<file path="src/rtl/parity_tx_encoder_if.sv">
// rtl/parity_tx_encoder_if.sv - valid/ready/data stream bundle used on both sides of the encoder
interface parity_tx_encoder_if #(
  parameter int W = 64
);
  logic         valid;
  logic         ready;
  logic [W-1:0] data;

  modport master (output valid, output data, input ready);
  modport slave  (input valid, input data, output ready);
endinterface

</file>
<file path="src/rtl/parity_tx_encoder.sv">
// rtl/parity_tx_encoder.sv - appends even/odd parity to each word through a 2-entry FIFO,
// with an armable parity-error injector and transfer counters
module parity_tx_encoder #(
  parameter int DWIDTH = 64,
  parameter int DEPTH  = 2
) (
  input  logic                  clk,
  input  logic                  rst_n,
  input  logic                  en,
  input  logic                  cfg_parity_type,
  parity_tx_encoder_if.slave    in_if,
  parity_tx_encoder_if.master   out_if,
  input  logic                  inj_arm,
  input  logic                  inj_cont,
  input  logic [15:0]           inj_skip,
  input  logic                  inj_stop,
  output logic                  inj_busy,
  output logic                  inj_done,
  output logic [31:0]           word_count,
  output logic [15:0]           inj_count
);

  typedef enum logic [1:0] {
    IDLE   = 2'd0,
    ARMED  = 2'd1,
    INJECT = 2'd2,
    DONE   = 2'd3
  } inj_state_t;

  inj_state_t    state;
  logic [15:0]   skip_cnt;
  logic          mode_cont;

  logic [DWIDTH:0] mem [2];
  logic            wr_ptr;
  logic            rd_ptr;
  logic [1:0]      count;

  logic push;
  logic pop;
  logic flip;
  logic parity;

  // Gating with rst_n keeps in_ready low for the whole reset, not just after the first edge.
  assign in_if.ready  = rst_n && en && (count != 2'(DEPTH));
  assign out_if.valid = (count != 2'd0);
  assign out_if.data  = out_if.valid ? mem[rd_ptr] : '0;

  assign push = in_if.valid && in_if.ready;
  assign pop  = out_if.valid && out_if.ready;

  assign flip   = push && (((state == ARMED) && (skip_cnt == 16'd0)) || (state == INJECT));
  assign parity = (^in_if.data) ^ cfg_parity_type ^ flip;

  assign inj_busy = (state != IDLE);
  assign inj_done = (state == DONE);

  always_ff @(posedge clk or negedge rst_n) begin
    if (!rst_n) begin
      mem[0] <= '0;
      mem[1] <= '0;
      wr_ptr <= 1'b0;
      rd_ptr <= 1'b0;
      count  <= 2'd0;
    end else begin
      if (push) begin
        mem[wr_ptr] <= {parity, in_if.data};
        wr_ptr      <= ~wr_ptr;
      end
      if (pop) begin
        rd_ptr <= ~rd_ptr;
      end
      count <= count + {1'b0, push} - {1'b0, pop};
    end
  end

  always_ff @(posedge clk or negedge rst_n) begin
    if (!rst_n) begin
      word_count <= '0;
      inj_count  <= '0;
    end else begin
      if (pop && (word_count != 32'hFFFF_FFFF)) begin
        word_count <= word_count + 32'd1;
      end
      if (flip) begin
        inj_count <= inj_count + 16'd1;
      end
    end
  end

  // A single-mode flip reaches DONE even if inj_stop lands on the same cycle.
  always_ff @(posedge clk or negedge rst_n) begin
    if (!rst_n) begin
      state     <= IDLE;
      skip_cnt  <= 16'd0;
      mode_cont <= 1'b0;
    end else begin
      case (state)
        IDLE: begin
          if (inj_arm) begin
            skip_cnt  <= inj_skip;
            mode_cont <= inj_cont;
            state     <= ARMED;
          end
        end
        ARMED: begin
          if (push && (skip_cnt == 16'd0) && !mode_cont) begin
            state <= DONE;
          end else if (inj_stop) begin
            state <= IDLE;
          end else if (push) begin
            if (skip_cnt != 16'd0) begin
              skip_cnt <= skip_cnt - 16'd1;
            end else begin
              state <= INJECT;
            end
          end
        end
        INJECT: begin
          if (inj_stop) begin
            state <= IDLE;
          end
        end
        DONE: begin
          state <= IDLE;
        end
        default: begin
          state <= IDLE;
        end
      endcase
    end
  end

endmodule

</file>
<file path="src/flat_wrapper.sv">
// flat-port wrapper written by rule: the top's interface ports become plain ports
module parity_tx_encoder_flat 
#(
  parameter int DWIDTH = 64,
  parameter int DEPTH  = 2
)
  (clk, rst_n, en, cfg_parity_type, inj_arm, inj_cont, inj_skip, inj_stop, inj_busy, inj_done, word_count, inj_count, in_if_valid, in_if_data, in_if_ready, out_if_valid, out_if_data, out_if_ready);
  parity_tx_encoder_if #(.W(64)) in_if_i ();
  parity_tx_encoder_if #(.W(65)) out_if_i ();
  input  logic clk;
  input  logic rst_n;
  input  logic en;
  input  logic cfg_parity_type;
  input  logic inj_arm;
  input  logic inj_cont;
  input  logic [15:0] inj_skip;
  input  logic inj_stop;
  output logic inj_busy;
  output logic inj_done;
  output logic [31:0] word_count;
  output logic [15:0] inj_count;
  input wire logic [$bits(in_if_i.valid)-1:0] in_if_valid;
  input wire logic [$bits(in_if_i.data)-1:0] in_if_data;
  output wire logic [$bits(in_if_i.ready)-1:0] in_if_ready;
  output wire logic [$bits(out_if_i.valid)-1:0] out_if_valid;
  output wire logic [$bits(out_if_i.data)-1:0] out_if_data;
  input wire logic [$bits(out_if_i.ready)-1:0] out_if_ready;
  assign in_if_i.valid = in_if_valid;
  assign in_if_i.data = in_if_data;
  assign in_if_ready = in_if_i.ready;
  assign out_if_valid = out_if_i.valid;
  assign out_if_data = out_if_i.data;
  assign out_if_i.ready = out_if_ready;
  parity_tx_encoder #(.DWIDTH(DWIDTH), .DEPTH(DEPTH)) u_core (.clk(clk), .rst_n(rst_n), .en(en), .cfg_parity_type(cfg_parity_type), .in_if(in_if_i), .out_if(out_if_i), .inj_arm(inj_arm), .inj_cont(inj_cont), .inj_skip(inj_skip), .inj_stop(inj_stop), .inj_busy(inj_busy), .inj_done(inj_done), .word_count(word_count), .inj_count(inj_count));
endmodule
</file>
<file path="config.mk">
export PLATFORM = sky130hd
export DESIGN_NAME = parity_tx_encoder_flat
export DESIGN_NICKNAME = d
export VERILOG_FILES = /design/src/rtl/parity_tx_encoder_if.sv /design/src/rtl/parity_tx_encoder.sv /design/src/flat_wrapper.sv
export SDC_FILE = /design/constraint.sdc
export NUM_CORES = 1
export LEC_CHECK = 0
export BUFFER_PORTS_ARGS = -buffer_cell sky130_fd_sc_hd__buf_2
export CAP_MARGIN = 20
export CORE_UTILIZATION = 55
export CTS_BUF_LIST = sky130_fd_sc_hd__clkbuf_16
export CTS_CLUSTER_DIAMETER = 50
export DETAILED_ROUTE_END_ITERATION = 10
export PLACE_DENSITY = 0.8
export SLEW_MARGIN = 25
export SYNTH_ARGS = -nofsm -noshare
export SYNTH_HDL_FRONTEND = slang
export SYNTH_SLANG_ARGS = --single-unit
</file>
<file path="constraint.sdc">
create_clock -name clk -period 3.6 [get_ports clk]
set_clock_uncertainty 0.2 [all_clocks]
set_input_delay 0.72 -clock clk [delete_from_list [all_inputs] [get_ports clk]]
set_output_delay 0.72 -clock clk [all_outputs]
set_load 0.03 [all_outputs]
</file>
==> results of run 1 <==
## registers in the layout (all words and copies together) (netlist names)
signal / count
u_core.mode_cont: 1
u_core.skip_cnt: 16
u_core.rd_ptr: 1
u_core.state: 2
u_core.wr_ptr: 1
u_core.mem: 130
u_core.inj_count: 16
u_core.word_count: 32
u_core.count: 2
## worst register-to-register path, cell delays in order (launching register included)
cell and delay, ps:
dfrtp_1 420, or3_4 430, nor4b_4 380, nand3_2 180, a21oi_4 330, xnor2_1 160, xnor3_1 410, mux2_2 270
## layout make-up
class	instances	area, um2
clock buffers	25	626
inverters	16	60.1
well taps	225	282
multi-input cells	581	4610
repair buffers	217	1190
flip-flops and latches	201	5030
clock inverters	19	144
fillers	1327	5410
## power breakdown
part | internal, mW | total, mW | switching (mW) | leakage, nW
registers | 3.13 | 3.75 | 0.622 | 2.49
logic | 1.86 | 4.55 | 2.69 | 2.90
clock network | 1.40 | 2.31 | 0.919 | 0.391
total | 6.38 | 10.6 | 4.24 | 5.78
## synth_stat cells, types with 4 or more instances
library cell	number
dfrtp_1	201
mux2_2	133
nor2_1	94
xnor2_1	88
mux2i_1	66
nand2_1	31
clkbuf_1	29
xor2_1	25
nand3_1	19
inv_1	16
nand4_1	15
nor3_1	14
o21ai_0	14
a21oi_1	13
and3_1	11
buf_1	8
ha_1	5
o22ai_1	5
a22oi_1	4
a2bb2oi_1	4
## final timing paths
check | from | end | slack [ps] | cells past startpoint
worst max-delay path | u_core.rd_ptr | out_if_data[58] | 510 | 4
min in group clk | inj_stop | u_core.state[1] | 250 | 2
worst min register to register | u_core.inj_count[15] | u_core.inj_count[15] | 280 | 1
worst max register to register | u_core.skip_cnt[7] | u_core.mem[129] | 700 | 7
worst min-delay path | rst_n | u_core.word_count[25] | 130 | 2
max in group asynchronous | rst_n | u_core.mem[70] | 1910 | 3
## kinds of logic after synthesis
kind of cell	Yosys count	synth area share, %
adder cells (fa/ha/maj)	5	0.637
flip-flops	201	51.2
XOR/XNOR	114	10.3
AO/OA/AOI/OAI	56	3.77
multiplexers	199	22.0
buffers and inverters	55	2.13
AND/OR/NAND/NOR	207	10.0
## routing by layer
metal / routed length, um / global-route usage (%) / vias up
met5: 11 / 0 / -
met4: 539 / 7.18 / 2
met3: 1240 / 5.01 / 44
met2: 10100 / 38.5 / 191
met1: 9330 / 31.3 / 3470
li1: - / - / 3311
## stage by stage
step	setup WS (ps)	power, mW
2_1_floorplan	461	7.01
3_3_place_gp	758	8.24
3_5_place_dp	713	8.35
4_1_cts	465	10.7
5_1_grt	374	11.2
6_report	508	10.6
==> summary.md, run 1 <==
| Metric | Value |
|---|---|
| Initial core utilization | 56.6% |
| Synth area leaders | dfrtp_1, mux2_2, xnor2_1 |
| CTS sink cnt | 201 |
| Post-CTS Hold Fix Bufs | 0 |
| Vias per std cell | ~5.5 |
| Yosys warns | 0 |
| Fin. max-slew vios | 0 |
| H-tree depth | 1 |
| GRT Resource Usage Total | 23.5% |
| Ant diodes | 0 |
| Postcts setup bufs | 0 |
| Status | complete, no violations |
| Vias in the first global route | 6940 |
| Total number of vias | around 7000 |
| Post-synth ARST share | 100% |
| Core Area | 0.0174 mm2 |
| Crit path cell chain | buf_4, mux2i_1, nor2_1, buf_2 |
| Clock Latency Late Sink | 500 ps |
| # setup viols final | 0 |
| Synth Cell Area | 0.00983 mm2 |
| Critical Path Slowest Stage Cell | dfrtp_4 |
| Site Rows | 48 |
| Final Non-Filler Cells | 1284 |
| GRT overflow | 0 |
| Worst Setup End Kind | output port |
| DRT Pass-1 Iters | 4 |
| Commonest cells after routing, fill and taps aside | buf_2, dfrtp_1, mux2_2 |
| Pwr dens | 888 mW/mm2 |
| Leading cell type in the layout, fill and taps excluded | buf_2 |
| Worst path top cell family by delay | flip-flops |
| DR WL/cell | between 15 and 20 um |
| Iter 0 DRT Violations | 231 |
| Final WL | 21300 um |
| Startpoint types | register |
| Syn Area/Cell | approximately 12 um2 |
| Initial antenna violation count | 1 |
| CP bufs+invs | 2 |
| Clock slew at reported path FFs | around 60 ps |
| Total CTS buffers | 24 |
| Post-detail-place hpwl | ~14000 um |
| Setup CP Type | register to output port |
| CTS Buffer Depth | 3 |
| Pin count of the biggest net entering global routing | ~120 |
| Ys flop type | dfrtp_1 |
| Die ar. | 0.0184 mm2 |
| Post-Place Cell Area | between 0.01 and 0.015 mm2 |
| Peak VDD IR | 655 uV |
| #FFs+latches synth | around 200 |
| Post-synth top area cell | dfrtp_1 |
| Post-synth EDFFs | 0 |
| Slew @ Worst Pin | 723 ps |
| Fin util | 68.8% |
| Fmax | 323 MHz |
| Share of layout cells above drive strength 1 | 37.6% |
| Worst path required time | 2680 ps |
| # resized after CTS | 0 |
| Hold Crit Class | primary input to async pin |
| Setup_tns | 0 ps |
| Placed cell count | around 1200 |
| Hold Slack | 127 ps |
| I/O Buffers | 205 |
| Post-Syn Instances | around 840 |
| Root Driver | clkbuf_16 |
| Critical Path AT | 2170 ps |
| ANT nets after route | 0 |
| CP Max Fanout | 33 |
| Share of the synthesized area in the top cell type | approximately half |
| CTS tree | yes |
| Routability congestion estimate | 0.851 |
| Final Hold Fails | 0 |
| Slowest Stage Delay on Critical Path | 850 ps |
| DRC Markers | 0 |
| # Max-Cap Violations | 0 |
| Min cycle time layout | 3090 ps |
| Tcrit/Tclk final | 85.9% |
| Seq/Total Area, Yosys | 51.2% |
| Die extent in x | 136 um |
| RSZ-0062 raised after global routing | no |
| Post-layout instance area | 0.0119 mm2 |
| Syn Nets | between 900 and 1000 |
| Unique cell type count in the Yosys netlist | 46 |
| Max-slew headroom | 51.8% |
| First-pass GRT wire length | 34500 um |
| Area growth, synth to finish | 21.6% |
| I/O pins | 206 |
| Die height | 136 um |
| Leakage power | 5.78 nW |
| NumNets Final | 1135 |
(Power assumes the default switching activity.)
==> run 2, diff against run 1 <==
--- a/config.mk
+++ b/config.mk
@@ -9,3 +9,5 @@
 export CAP_MARGIN = 20
-export CORE_UTILIZATION = 55
+export CELL_PAD_IN_SITES_DETAIL_PLACEMENT = 0
+export CELL_PAD_IN_SITES_GLOBAL_PLACEMENT = 1
+export CORE_UTILIZATION = 43
 export CTS_BUF_LIST = sky130_fd_sc_hd__clkbuf_16
@@ -13,3 +15,3 @@
 export DETAILED_ROUTE_END_ITERATION = 10
-export PLACE_DENSITY = 0.8
+export PLACE_DENSITY_LB_ADDON = 0.1
 export SLEW_MARGIN = 25
==> constraint.sdc (replaced) <==
create_clock -name clk -period 3.6 [get_ports clk]
set_clock_uncertainty 0.2 [all_clocks]
set_input_delay 0.18 -clock clk [delete_from_list [all_inputs] [get_ports clk]]
set_output_delay 0.18 -clock clk [all_outputs]
set_load 0.03 [all_outputs]
==> run 2 against run 1 <==
Sequential power is essentially flat. Power grew 2.2%. Cell count increased by 11%. Maximum frequency up 6.5%. Utilization is 10 points lower. Final area rose by 8.1%. Global-route usage shrank 3.3 points. Count of clock-buffer cells in the layout is 2 higher. Sequential share of layout area down 3.1 points. Critical path type is now register to register. Critical endpoint is now u_core.mem[129]. Largest cell class unchanged. Highest routed layer is now met4.
==> summary.md, run 2 (synthesized netlist as in run 1, its figures left out) <==
| Metric | Value |
|---|---|
| CTS Buffer Depth | 3 |
| Setup CP Type | register to register |
| Share of layout cells above drive strength 1 | 34.8% |
| Total CTS buffers | 27 |
| Area growth, synth to finish | 31.4% |
| DRC Markers | 0 |
| NumNets Final | 1221 |
| Worst path required time | 3810 ps |
| Final WL | 23200 um |
| Tcrit/Tclk final | 80.7% |
| I/O Buffers | approximately 210 |
| Leakage power | 6.15 nW |
| Worst Setup End Kind | register |
| RSZ-0062 raised after global routing | no |
| Total number of vias | 7193 |
| Min cycle time layout | 2900 ps |
| H-tree depth | 1 |
| Die extent in x | 153 um |
| Fin. max-slew vios | 0 |
| # resized after CTS | 0 |
| Die ar. | about 0.023 mm2 |
| Max-slew headroom | 39.8% |
| Vias per std cell | between 5 and 6 |
| # Max-Cap Violations | 0 |
| Fin util | 58.4% |
| Setup_tns | 0 ps |
| Die height | 153 um |
| Vias in the first global route | around 7400 |
| CP Max Fanout | 8 |
| Startpoint types | register |
| Slew @ Worst Pin | 900 ps |
| Placed cell count | roughly 1300 |
| Leading cell type in the layout, fill and taps excluded | buf_2 |
| Core Area | 0.0221 mm2 |
| DR WL/cell | approximately 16 um |
| Post-detail-place hpwl | 14700 um |
| Crit path cell chain | or3_4, nor4b_4, nand3_2, a21oi_4, xnor2_1, xnor3_1, mux2_2 |
| Final Non-Filler Cells | 1428 |
| Iter 0 DRT Violations | 263 |
| Hold Crit Class | primary input to register |
| Clock Latency Late Sink | 520 ps |
| Initial antenna violation count | 0 |
| Initial core utilization | 44.5% |
| CTS sink cnt | 201 |
| Critical Path AT | 3110 ps |
| DRT Pass-1 Iters | 4 |
| GRT overflow | 0 |
| Routability congestion estimate | 0.760 |
| # setup viols final | 0 |
| Root Driver | clkbuf_16 |
| Commonest cells after routing, fill and taps aside | buf_2, dfrtp_1, mux2_2 |
| First-pass GRT wire length | just under 40000 um |
| GRT Resource Usage Total | 20.2% |
| Slowest Stage Delay on Critical Path | between 400 and 500 ps |
| Largest Register | u_core.mem |
| Fmax | 344 MHz |
| Site Rows | 54 |
| Clock slew at reported path FFs | 50 ps |
| Peak VDD IR | approximately 520 uV |
| Pin count of the biggest net entering global routing | ~160 |
| Critical Path Slowest Stage Cell | or3_4 |
| I/O pins | 206 |
| ANT nets after route | 0 |
| Status | complete, no violations |
| Ant diodes | 0 |
| Final Hold Fails | 0 |
| Largest regs | u_core.mem x130, u_core.word_count x32 |
| Max reg flops | 130 |
| Pwr dens | 840 mW/mm2 |
| CTS tree | yes |
[run 2: cell count changes in the layout (fill, tap and decap cells not counted), sizes merged]
cell,before,now
clkinvlp,3,2
dlygate4sd3,0,87
buf,216,212
clkinv,8,14
inv,22,21
clkbuf,26,28
[run 2: cell type report]
cell class	instances	area (um2)
Fill cell	1948	9180
Timing Repair Buffer	300	2020
Clock buffer	27	676
Inverter	16	60.1
Tap cell	280	350
Clock inverter	23	164
Multi-Input combinational cell	581	4610
Sequential cell	201	5030
[run 2: where the power goes]
part           internal, mW  switching [mW]
logic                  1.89            2.74
registers              3.13           0.603
clock network          1.50           0.981
total                  6.52            4.33
[run 2: routing by layer]
layer  up-vias  global-route usage [%]  part of all wire, %
met3        29                    4.11                  4.8
met1      3516                    27.7                   47
met5         -                       0                    0
met4         0                    5.05                  1.7
li1       3485                       -                    -
met2       163                    32.9                   46
[run 2: stage by stage]
| step | instance area, um2 | worst slack (ps) | power [mW] | hold slack [ps] |
|---|---|---|---|---|
| after floorplan | 9830 | 825 | 7.01 | -316 |
| after global placement | 11200 | 741 | 8.30 | 222 |
| after detailed placement | 11200 | 696 | 8.36 | 231 |
| after CTS | 12900 | 691 | 11.0 | 89.5 |
| after global routing | 12900 | 547 | 11.5 | 152 |
| final | 12900 | 695 | 10.8 | 96.7 |
[run 2: timing repair]
item                                    CTS  global route
endpoints found under the hold margin   305             0
setup buffers                             0             0
endpoints found under the setup margin    0             0
hold buffers                             87             0
[run 2: final timing paths]
kind	start	end	slack, ps	cells past startpoint
max	u_core.skip_cnt[7]	u_core.mem[129]	700	7
min	en	u_core.wr_ptr	100	5
max reg2reg	u_core.skip_cnt[7]	u_core.mem[129]	700	7
min reg2reg	u_core.inj_count[15]	u_core.inj_count[15]	270	1
max in group asynchronous	rst_n	u_core.skip_cnt[11]	1760	4
min in group asynchronous	rst_n	u_core.skip_cnt[6]	200	3
[run 2: critical path: cells and delay by family (launching register included)]
| family | cells | cell delay, ps |
|---|---|---|
| compound gates | 1 | 320 |
| xor+xnor | 2 | 590 |
| flops | 1 | 420 |
| mux | 1 | 270 |
| simple gates | 3 | 990 |
==> run 3, diff against run 2 <==
- ABC_AREA: not set -> 1
- CORE_UTILIZATION: 43 -> 36
- clock period: 3.6 -> 2.4 ns (I/O delays scaled with it)
==> run 3 against run 2 <==
Synthesized cell count rose by 89%. Hold slack got worse by 43 ps. Die area rose by 36%. Wire length rose by 39%. Sequential power rose by 49%. Non-clock buffer count rose by 13. Power rose by 62%. Via count rose by 50%.
==> summary.md, run 3 <==
| Metric | Value |
|---|---|
| Status | complete, no violations |
| Vias per std cell | 4.71 |
| Synth Cell Area | 0.0112 mm2 |
| Most common cell in the netlist | nand2_1 |
| RSZ-0062 raised after global routing | no |
| Die extent in x | 178 um |
| Seq/Total Area, Yosys | 44.9% |
| Die height | 178 um |
| DRT Pass-1 Iters | 5 |
| Worst path required time | 2080 ps |
| Final WL | 32200 um |
| Hold Crit Class | primary input to register |
| Clock Latency Late Sink | 560 ps |
| CTS tree | yes |
| Worst path top cell family by delay | buffers and inverters |
| Slowest Stage Delay on Critical Path | around 430 ps |
| NetSw | 7.70 mW |
| RR Startpoint | u_core.word_count[0] |
| Share of layout cells above drive strength 1 | between 10% and 20% |
| Post-synth ARST share | 100% |
| # setup viols final | 0 |
| Leakage power | about 7.8 nW |
| Min-delay src | en |
| Commonest cells after routing, fill and taps aside | nand2_1, buf_2, dfrtp_1 |
| #FFs+latches synth | 201 |
| DR WL/cell | 14.1 um |
| CTS Buffer Depth | 3 |
| Startpoint types | register |
| Crit path depth | 4 |
| Core Area | 0.0306 mm2 |
| H-tree depth | 1 |
| Post-Syn Instances | 1580 |
| Post-layout instance area | 0.0147 mm2 |
| Fmax | 449 MHz |
| Hold Slack | 53.3 ps |
| Commonest cells post-synth | nand2_1, dfrtp_1, o21ai_0, inv_1, a21oi_1 |
| DR top layer | met4 |
| CP bufs+invs | 2 |
| CTS sink cnt | 201 |
| Reg2reg path depth | 12 |
| Slew @ Worst Pin | around 760 ps |
| Flop2flop setup slack | 190 ps |
| Sequential share of power | 31.5% |
| I/O pins | 206 |
| Critical Path Slowest Stage Cell | dfrtp_1 |
| Die ar. | 0.0318 mm2 |
| Clock slew at reported path FFs | about 60 ps |
| Setup CP Type | register to output port |
| Overall power | 17.6 mW |
| Worst setup path startpoint | u_core.count[1] |
| NumNets Final | between 1500 and 2000 |
| Final Hold Fails | 0 |
| Max-slew headroom | 49.3% |
| Total CTS buffers | 31 |
| DP Worst Slack | ~120 ps |
| Largest regs | u_core.mem x130, u_core.word_count x32 |
| Tcrit/Tclk final | 92.7% |
| Fillers | about 3200 |
| Min cycle time layout | 2220 ps |
| Ys flop type | dfrtp_1 |
| I/O Buffers | ~210 |
| GRT overflow | 0 |
| Fin util | between 40% and 50% |
| Int Pwr | just under 10 mW |
| Storage cell area | 0.00503 mm2 |
| Leading cell type in the layout, fill and taps excluded | nand2_1 |
| Worst R2R End | u_core.word_count[18] |
| Iter 0 DRT Violations | 634 |
| Largest Register | u_core.mem |
| Setup_tns | 0 ps |
| Unique cell type count in the Yosys netlist | 38 |
| Crit path cell chain | nor2_4, buf_12, a21oi_1, buf_2 |
| Area growth, synth to finish | 31.2% |
| Metal2 WL | about 15000 um |
| Post-synth top area cell | dfrtp_1 |
| Post-Place Cell Area | 0.0127 mm2 |
| Routability congestion estimate | 0.867 |
| Site Rows | 64 |
| Vias in the first global route | approximately 10000 |
| Final Non-Filler Cells | 2292 |
| Pin count of the biggest net entering global routing | 115 |
| Critical Path AT | roughly 1900 ps |
| DRC Markers | 0 |
| Syn Area/Cell | about 7.1 um2 |
| Peak VDD IR | between 700 and 800 uV |
| ANT nets after route | 0 |
| Post-synth EDFFs | 0 |
| Worst Setup End Kind | output port |
| Synth area leaders | dfrtp_1, nand2_1, o21ai_0 |
| Fin worst setup slack | 175 ps |
| Fin. max-slew vios | 0 |
| Critical Path Sink | out_if_data[21] |
| Total number of vias | around 11000 |
| Switching fraction of total power | 43.8% |
| First-pass GRT wire length | 52400 um |
| Placed cell count | 2143 |
| Syn Nets | 1674 |
| # Max-Cap Violations | 0 |
| Share of the synthesized area in the top cell type | 44.9% |
| Yosys warns | 0 |
| Initial antenna violation count | 1 |
| GRT Resource Usage Total | 20.5% |
| Metal3 WL | 1720 um |
| Initial core utilization | 36.6% |
| Pwr dens | around 1200 mW/mm2 |
| Met1 WL | between 15000 and 20000 um |
| Max reg flops | 130 |
| Multi-input gate area | between 0.005 and 0.006 mm2 |
| Post-detail-place hpwl | 21700 um |
| CP Max Fanout | 66 |
| Comb power frac | 42.8% |
| Root Driver | clkbuf_16 |
| Clock Power Share | 25.7% |
==> run 3: cell types whose count changed in the layout (fill, tap and decap cells not counted), moves of 66 or more <==
cell,change
o21ai_0,+132
mux2i_1,-66
inv_1,+114
nand2_1,+689
mux2_2,-132
==> run 3: layout make-up <==
| type | count | area share [%] |
|---|---|---|
| diodes | 1 | 0.0170 |
| multi-input cells | 1185 | 37.2 |
| well taps | 396 | 3.37 |
| inverters | 138 | 3.55 |
| clock buffers | 31 | 5.28 |
| repair buffers | 313 | 14.6 |
| clock inverters | 27 | 1.82 |
| flip-flops and latches | 201 | 34.2 |
==> run 3: timing repair <==
item | CTS | global route
hold buffers | 89 | 0
hold endpoints to repair | 204 | 0
resized for setup | 0 | 6
endpoints found under the setup margin | 0 | 12
setup buffers | 0 | 1
==> run 3: worst min path at each step <==
stage,end,slack [ps],cells after the start
4_1_cts,u_core.mem[129],50,7
6_report,u_core.mem[129],50,7
5_1_grt,u_core.mem[129],150,7
3_3_place_gp,u_core.mode_cont,150,2
3_5_place_dp,u_core.word_count[22],150,2
2_1_floorplan,u_core.count[0],-380,0
==> run 3: worst register-to-register path, stage by stage (launching register included) <==
cell and delay [ps]:
dfrtp_1 430, ha_1 250, nand3_1 150, nor2_2 80, nand2_1 60, nor2_1 40
nand2_1 70, nand2_2 70, inv_2 80, nand3_2 110, nor2_2 290, nand3_1 130
xor2_1 160
==> run 3: per-layer routing <==
metal | vias to the layer above | global-route usage, %
met5 | - | 0
met4 | 0 | 4.03
met3 | 34 | 3.77
met2 | 207 | 33.9
met1 | 4988 | 27.9
li1 | 5576 | -
==> run 3: kinds of logic (layout without fill, tap and decap cells) <==
kind of cell / Yosys count / after routing / synth area share [%]
and+or+nand+nor: 877 / 877 / 31.9
AOI/OAI and AO/OA: 239 / 239 / 10.9
DFF: 201 / 201 / 44.9
buffers and inverters: 194 / 509 / 6.64
xor gates and xnor gates: 63 / 63 / 4.92
adders and majority gates: 5 / 5 / 0.558
muxes: 1 / 1 / 0.100
other: 0 / 1 / 0
==> run 3: power by group through the flow <==
stage / Sequential, mW / Combinational, mW / Clock, mW
finish: 5.54 / 7.52 / 4.52
floorplan: 5.56 / 5.06 / 0
CTS: 5.54 / 7.61 / 4.64
global placement: 5.55 / 7.40 / 0
global route: 5.72 / 8.42 / 4.80
detailed placement: 5.58 / 7.46 / 0
